`src/rtl/mem_pkg.sv`:
```
// Shared types, func3 encodings, response cause codes and access-size
// helpers for the load/store unit and its lane aligner.
package mem_pkg;

  typedef enum logic [1:0] {
    S_IDLE = 2'd0,
    S_WAIT = 2'd1,
    S_DONE = 2'd2,
    S_ERR  = 2'd3
  } state_t;

  localparam logic [2:0] F3_B  = 3'b000;
  localparam logic [2:0] F3_H  = 3'b001;
  localparam logic [2:0] F3_W  = 3'b010;
  localparam logic [2:0] F3_D  = 3'b011;
  localparam logic [2:0] F3_BU = 3'b100;
  localparam logic [2:0] F3_HU = 3'b101;
  localparam logic [2:0] F3_WU = 3'b110;

  localparam logic [1:0] CAUSE_NONE     = 2'd0;
  localparam logic [1:0] CAUSE_MISALIGN = 2'd1;
  localparam logic [1:0] CAUSE_BUS      = 2'd2;
  localparam logic [1:0] CAUSE_TIMEOUT  = 2'd3;

  // log2 of the access size in bytes; the unsigned-load bit does not change the size
  function automatic logic [1:0] f3_size(input logic [2:0] f3);
    return f3[1:0];
  endfunction

  function automatic logic f3_legal(input logic [2:0] f3, input logic store, input int xlen);
    logic ok;
    ok = 1'b1;
    if (f3 == 3'b111)                       ok = 1'b0;
    if (store && f3[2])                     ok = 1'b0;
    if ((f3[1:0] == F3_D[1:0]) && (xlen != 64)) ok = 1'b0;
    return ok;
  endfunction

endpackage

```
`src/rtl/mem_lane_align.sv`:
```
// Combinational lane steering: store data replication and byte enables on the
// request side, load lane extraction and sign/zero extension on the response side.
module mem_lane_align
  import mem_pkg::*;
#(
  parameter int XLEN = 32,
  localparam int NB = XLEN / 8,
  localparam int LW = $clog2(XLEN / 8)
) (
  input  logic            req_store,
  input  logic [2:0]      req_func3,
  input  logic [LW-1:0]   req_addr_low,
  input  logic [XLEN-1:0] req_wdata,
  output logic [XLEN-1:0] st_data,
  output logic [NB-1:0]   st_be,
  output logic            req_bad,
  input  logic [2:0]      ld_func3,
  input  logic [LW-1:0]   ld_addr_low,
  input  logic [XLEN-1:0] ld_rdata,
  output logic [XLEN-1:0] ld_data
);

  logic [1:0]        req_size;
  logic [1:0]        ld_size;
  logic [LW-1:0]     align_mask;
  logic [XLEN-1:0]   ld_shift;
  logic signed [7:0]  ld_b;
  logic signed [15:0] ld_h;
  logic signed [31:0] ld_w;

  assign req_size = f3_size(req_func3);
  assign ld_size  = f3_size(ld_func3);

  always_comb begin
    align_mask = LW'((4'd1 << req_size) - 4'd1);
    req_bad    = !f3_legal(req_func3, req_store, XLEN) || (|(req_addr_low & align_mask));
    st_data    = req_wdata;
    st_be      = '1;
    case (req_size)
      2'd0: begin
        for (int i = 0; i < NB; i++) st_data[8*i +: 8] = req_wdata[7:0];
        st_be = NB'(1) << req_addr_low;
      end
      2'd1: begin
        for (int i = 0; i < NB / 2; i++) st_data[16*i +: 16] = req_wdata[15:0];
        st_be = NB'(3) << req_addr_low;
      end
      2'd2: begin
        for (int i = 0; i < NB / 4; i++) st_data[32*i +: 32] = req_wdata[31:0];
        st_be = NB'(15) << req_addr_low;
      end
      default: ;
    endcase
  end

  // Bring the addressed lane down to bit 0, then extend from the access width.
  assign ld_shift = ld_rdata >> {ld_addr_low, 3'b000};
  assign ld_b     = ld_shift[7:0];
  assign ld_h     = ld_shift[15:0];
  assign ld_w     = ld_shift[31:0];

  always_comb begin
    ld_data = ld_shift;
    case (ld_size)
      2'd0: begin
        if (ld_func3[2]) ld_data = XLEN'(ld_shift[7:0]);
        else             ld_data = XLEN'(ld_b);
      end
      2'd1: begin
        if (ld_func3[2]) ld_data = XLEN'(ld_shift[15:0]);
        else             ld_data = XLEN'(ld_h);
      end
      2'd2: begin
        if (ld_func3[2]) ld_data = XLEN'(ld_shift[31:0]);
        else             ld_data = XLEN'(ld_w);
      end
      default: ;
    endcase
  end

endmodule

```
`src/rtl/mem_access_unit.sv`:
```
// Stage-3 load/store unit: registers one access, runs it over an ack-based
// memory bus, stalls the pipeline meanwhile and reports data or an error cause.
module mem_access_unit
  import mem_pkg::*;
#(
  parameter int XLEN    = 32,
  parameter int ADDR_W  = 32,
  parameter int TIMEOUT = 255
) (
  input  logic                CLK,
  input  logic                Reset,
  input  logic                req_valid,
  input  logic                req_store,
  input  logic [2:0]          req_func3,
  input  logic [ADDR_W-1:0]   req_addr,
  input  logic [XLEN-1:0]     req_wdata,
  input  logic                flush,
  output logic                stall,
  output logic                resp_valid,
  output logic [XLEN-1:0]     resp_data,
  output logic                resp_err,
  output logic [1:0]          resp_cause,
  output logic [ADDR_W-1:0]   MEM_addr,
  output logic [XLEN-1:0]     MEM_WR_out,
  output logic [XLEN/8-1:0]   MEM_be,
  output logic                MEM_rd_en,
  output logic                MEM_wr_en,
  input  logic [XLEN-1:0]     MEM_data,
  input  logic                MEM_ack,
  input  logic                MEM_err
);

  localparam int NB = XLEN / 8;
  localparam int LW = $clog2(NB);
  localparam logic [15:0] CNT_LAST = 16'(TIMEOUT - 1);

  state_t            state, state_nx;
  logic [1:0]        cause_p0, cause_nx;
  logic [15:0]       cnt;
  logic              drop;

  logic [ADDR_W-1:0] addr_p0;
  logic [2:0]        func3_p0;
  logic              store_p0;
  logic [XLEN-1:0]   wdata_p0;
  logic [NB-1:0]     be_p0;
  logic [XLEN-1:0]   rdata_p0;

  logic [XLEN-1:0]   st_data;
  logic [NB-1:0]     st_be;
  logic              req_bad;
  logic [XLEN-1:0]   ld_data;

  mem_lane_align #(.XLEN(XLEN)) u_align (
    .req_store    (req_store),
    .req_func3    (req_func3),
    .req_addr_low (req_addr[LW-1:0]),
    .req_wdata    (req_wdata),
    .st_data      (st_data),
    .st_be        (st_be),
    .req_bad      (req_bad),
    .ld_func3     (func3_p0),
    .ld_addr_low  (addr_p0[LW-1:0]),
    .ld_rdata     (rdata_p0),
    .ld_data      (ld_data)
  );

  always_ff @(posedge CLK or negedge Reset) begin
    if (!Reset) begin
      state    <= S_IDLE;
      cause_p0 <= CAUSE_NONE;
      cnt      <= '0;
      drop     <= 1'b0;
    end else begin
      state    <= state_nx;
      cause_p0 <= cause_nx;
      if (state == S_IDLE)
        cnt <= '0;
      else if ((state == S_WAIT) && (cnt != 16'hFFFF))
        cnt <= cnt + 16'd1;
      // The bus transfer always finishes; only the response is dropped.
      if ((state == S_WAIT) && flush)
        drop <= 1'b1;
      else if ((state == S_DONE) || (state == S_ERR))
        drop <= 1'b0;
    end
  end

  // p0: request capture at accept, read data capture at ack
  always_ff @(posedge CLK) begin
    if ((state == S_IDLE) && req_valid) begin
      addr_p0  <= req_addr;
      func3_p0 <= req_func3;
      store_p0 <= req_store;
      wdata_p0 <= st_data;
      be_p0    <= st_be;
    end
    if ((state == S_WAIT) && MEM_ack)
      rdata_p0 <= MEM_data;
  end

  always_comb begin
    state_nx   = state;
    cause_nx   = cause_p0;
    stall      = 1'b0;
    resp_valid = 1'b0;
    resp_data  = '0;
    resp_err   = 1'b0;
    resp_cause = CAUSE_NONE;
    MEM_addr   = '0;
    MEM_WR_out = '0;
    MEM_be     = '0;
    MEM_rd_en  = 1'b0;
    MEM_wr_en  = 1'b0;
    case (state)
      S_IDLE: begin
        stall = req_valid;
        if (req_valid) begin
          if (req_bad) begin
            state_nx = S_ERR;
            cause_nx = CAUSE_MISALIGN;
          end else begin
            state_nx = S_WAIT;
            cause_nx = CAUSE_NONE;
          end
        end
      end
      S_WAIT: begin
        stall      = 1'b1;
        MEM_addr   = {addr_p0[ADDR_W-1:LW], {LW{1'b0}}};
        MEM_WR_out = wdata_p0;
        MEM_be     = be_p0;
        MEM_rd_en  = !store_p0;
        MEM_wr_en  = store_p0;
        if (MEM_ack) begin
          if (MEM_err) begin
            state_nx = S_ERR;
            cause_nx = CAUSE_BUS;
          end else begin
            state_nx = S_DONE;
          end
        end else if (cnt == CNT_LAST) begin
          state_nx = S_ERR;
          cause_nx = CAUSE_TIMEOUT;
        end
      end
      S_DONE: begin
        resp_valid = !drop;
        if (!drop && !store_p0) resp_data = ld_data;
        state_nx = S_IDLE;
      end
      S_ERR: begin
        resp_valid = !drop;
        resp_err   = !drop;
        if (!drop) resp_cause = cause_p0;
        state_nx = S_IDLE;
      end
      default: state_nx = S_IDLE;
    endcase
  end

endmodule

```
`config.mk`:
```
export PLATFORM = sky130hd
export DESIGN_NAME = mem_access_unit
export DESIGN_NICKNAME = d
export VERILOG_FILES = /design/src/rtl/mem_pkg.sv /design/src/rtl/mem_lane_align.sv /design/src/rtl/mem_access_unit.sv
export SDC_FILE = /design/constraint.sdc
export NUM_CORES = 1
export LEC_CHECK = 0
export ABC_AREA = 1
export BUFFER_PORTS_ARGS = -buffer_cell sky130_fd_sc_hd__buf_4
export CAP_MARGIN = 30
export CORE_ASPECT_RATIO = 1.2
export CORE_UTILIZATION = 51
export CTS_CLUSTER_SIZE = 28
export DETAILED_ROUTE_END_ITERATION = 10
export PLACE_DENSITY = 0.8
export SETUP_SLACK_MARGIN = 0.5
export SLEW_MARGIN = 0
export SYNTH_ARGS = -nofsm -noshare
export SYNTH_HDL_FRONTEND = slang
export SYNTH_SLANG_ARGS = --single-unit
```
`constraint.sdc`:
```
create_clock -name CLK -period 5.82 [get_ports CLK]
set_input_delay 0 -clock CLK [delete_from_list [all_inputs] [get_ports CLK]]
set_output_delay 0 -clock CLK [all_outputs]
set_load 0.03 [all_outputs]
```
==> impl_metrics.env <==
export IMPL_cp_num_buf_inv=6
export IMPL_seqPwrFrac=0.327
export IMPL_synth_simple_area_share=0.250
export IMPL_maxCapViolations=0
export IMPL_diodes=0
export IMPL_p_clk_frac=0.277
export IMPL_crit_start="req_func3[1]"
export IMPL_ys_types=41
export IMPL_internal_power_mw=2.35
export IMPL_dieArea_mm2=0.0132
export IMPL_dp_cells=1076
export IMPL_reg2reg_slack_ps=3380
export IMPL_netlist_area_mm2=0.00652
export IMPL_wire_per_inst_um=16.2
export IMPL_hold_viol=0
export IMPL_syn_avg_cell_area_um2=8.93
export IMPL_drc=0
export IMPL_critPathMaxStageDelay_ps=870
export IMPL_design_area_mm2=0.00985
export IMPL_cts_sinks=125
export IMPL_reg2reg_to="addr_p0[0]"
export IMPL_clk_pin_slew_ps=60
export IMPL_rows=44
export IMPL_seq_area_mm2=0.00365
export IMPL_crit_end="wdata_p0[29]"
export IMPL_fin_tns_setup_ps=0
export IMPL_p_per_area_mw_per_mm2=395
export IMPL_drive_above_1_share=0.264
export IMPL_synth_top_cell_by_area="edfxtp_1"
export IMPL_ios=213
export IMPL_routabilityCongestion=0.852
export IMPL_place_hpwl_um=11500
export IMPL_reg2regPathDepth=4
export IMPL_drtIter0Drc=455
export IMPL_fp_dieW_um=105
export IMPL_synth_top_family_by_area="simple AND/OR/NAND/NOR gates"
export IMPL_vias=6211
export IMPL_cp_cell_sequence="dlygate4sd3_1, buf_4, inv_1, ha_1, inv_1, ha_1, clkinv_1, nand2_1, nor2_1, a21oi_1, nand2_1, dlygate4sd3_1"
export IMPL_layout_commonest_cell="buf_4"
export IMPL_synth_compound_area_frac=0.0745
export IMPL_htree_num_levels=4
export IMPL_finalSetupViolations=0
export IMPL_grt_pass1_vias=6233
export IMPL_nNetsFinal=1157
export IMPL_synth_top_cell_area_share=0.479
export IMPL_p_leak_nw=4.73
export IMPL_combinationalPowerShare=0.396
export IMPL_numCtsBuffers=17
export IMPL_status="complete, no violations"
export IMPL_fin_crit_sh=0.609
export IMPL_initial_core_util=0.531
export IMPL_cp_slowest_cell="ha_1"
export IMPL_fmax_mhz=282
export IMPL_path_max_fanout=27
export IMPL_area_delta_synth_final_pct=51.1
export IMPL_grt_max_degree=74
export IMPL_path_delay_family="buffers and inverters"
export IMPL_period_needed_ps=3540
export IMPL_vias_per_cell=5.10
export IMPL_grt_pass1_wl_um=30800
export IMPL_firstDrtPassIters=5
export IMPL_cp_depth=12
export IMPL_yosysSeqAreaShare=0.560
export IMPL_required_ps=5980
export IMPL_cts_tree="yes"
export IMPL_cts_buffer_depth=2
export IMPL_final_max_slew_viol_count=0
export IMPL_netlist_top_cells_area="edfxtp_1, nand2_1, dfrtp_1, nor2_1, inv_1"
export IMPL_core_mm2=0.0123
export IMPL_grt_use_total=0.304
export IMPL_synth_xor_area_frac=0.00134
export IMPL_yosys_warnings=0
export IMPL_swShare=0.396
export IMPL_syn_instance_count=730
export IMPL_finClkSkew_ps=11.5
export IMPL_io_buffer_count=210
export IMPL_routed_wirelength_um=19700
export IMPL_arrival_ps=3710
export IMPL_end_kind="flip-flop"
export IMPL_die_y_um=126
export IMPL_ys_ff_latch=125
export IMPL_ir_drop_v=0.000296
export IMPL_synthArstFlopShare=0.168
export IMPL_antenna_left=0
export IMPL_hp_class="input pin to async pin"
export IMPL_crit_type="input pin to flip-flop"
export IMPL_grt_overflow_total=0
export IMPL_mostFrequentLayoutCells="buf_4, nand2_1, inv_1, nor2_1, dlygate4sd3_1"
export IMPL_slew_headroom=0.334
export IMPL_power_switching_mw=1.54
export IMPL_synthMuxAreaShare=0
export IMPL_fill_cells=749
export IMPL_cts_root_buf="clkbuf_16"
export IMPL_timing_rr_start="state[0]"
export IMPL_placedInstanceArea_mm2=0.00816
export IMPL_rsz0062_at_grt="false"
export IMPL_cp_start_kind="input pin"
export IMPL_multi_input_area_mm2=0.00224
export IMPL_finalNonFillerCells=1217
export IMPL_clk_latency_ps=420
export IMPL_worstMarginPinSlew_ps=998
export IMPL_synth_adder_area_share=0.0154
export IMPL_synth_ff_type="edfxtp_1"
export IMPL_cts_resized=0
export IMPL_synth_edff_count=104
export IMPL_antenna_found_initial=0
==> logic make-up after synthesis <==
family / count (synthesis)
buffers and inverters: 153
flip-flops: 125
XOR/XNOR: 1
AO/OA/AOI/OAI: 85
other: 1
adder cells (fa/ha/maj): 8
AND/OR/NAND/NOR: 357
==> layout make-up <==
class,count,share of cell area
Clock inverter,13,0.0166
Inverter,124,0.0480
Multi-Input combinational cell,453,0.227
Tap cell,161,0.0205
Sequential cell,125,0.370
Timing Repair Buffer,322,0.273
Clock buffer,19,0.0440
==> routing by layer <==
layer / GRT usage / wire (µm)
met1: 0.327 / 6950
met2: 0.554 / 10500
met3: 0.0652 / 1320
met4: 0.166 / 900
met5: 0 / 0
==> through the flow <==
stage          hold WS [ps]  setup slack [ps]  utilization  total power, mW
6_report               29.6              2280        0.802             3.90
5_1_grt                59.9              2040        0.802             4.06
4_1_cts                7.00              2450        0.802             3.87
3_5_place_dp          -96.4              3170        0.665             2.74
3_3_place_gp          -99.0              3310        0.665             2.72
2_1_floorplan          -296              1650            -             2.25
==> registers in the layout (all words and copies together), names as in the netlist <==
name and count:
addr_p0 32, cause_p0 2, drop 1, wdata_p0 32, func3_p0 3, state 2
store_p0 1, be_p0 4, rdata_p0 32, cnt 16
==> cells in the mapped netlist (2+ instances only) <==
master,n
nand3_1,39
nand4_1,7
nand3b_1,3
nand2_4,3
buf_2,15
nand2_2,3
inv_2,7
nor2_4,14
nand2_1,163
buf_6,3
clkbuf_1,5
o21bai_1,2
dfrtp_1,21
nor2_1,117
edfxtp_1,104
o211ai_1,2
o21ai_0,35
buf_4,3
a22oi_1,4
o21ai_1,9
nor2_8,2
ha_1,8
inv_1,115
a21oi_1,20
nor3_1,2
buf_1,2
o31ai_1,8
==> power groups by stage <==
stage          clock (mW)  combinational, mW  sequential, mW
4_1_cts              1.08               1.52            1.27
2_1_floorplan           0              0.985            1.26
6_report             1.08               1.54            1.27
3_3_place_gp            0               1.44            1.28
5_1_grt              1.12               1.65            1.29
3_5_place_dp            0               1.45            1.28
==> worst reg2reg max path: stages (launching register included) <==
cell	delay [ps]
dfrtp_1	470
nor2_1	120
inv_1	130
nor2_4	700
buf_4	620
==> repair_timing <==
item / 4_1_cts / 5_1_grt
buffers inserted: 0 / 0
endpoints found under the hold margin: 128 / 0
hold buffers: 109 / 0
==> worst min path at each step <==
stage / from / cells after the start / endpoint
after floorplan: Reset / 0 / cause_p0[0]
after global routing: Reset / 2 / cnt[5]
after global placement: Reset / 1 / cnt[5]
after CTS: Reset / 2 / cnt[0]
final: Reset / 2 / cnt[9]
after detailed placement: Reset / 1 / cnt[5]
(Power assumes the default switching activity.)
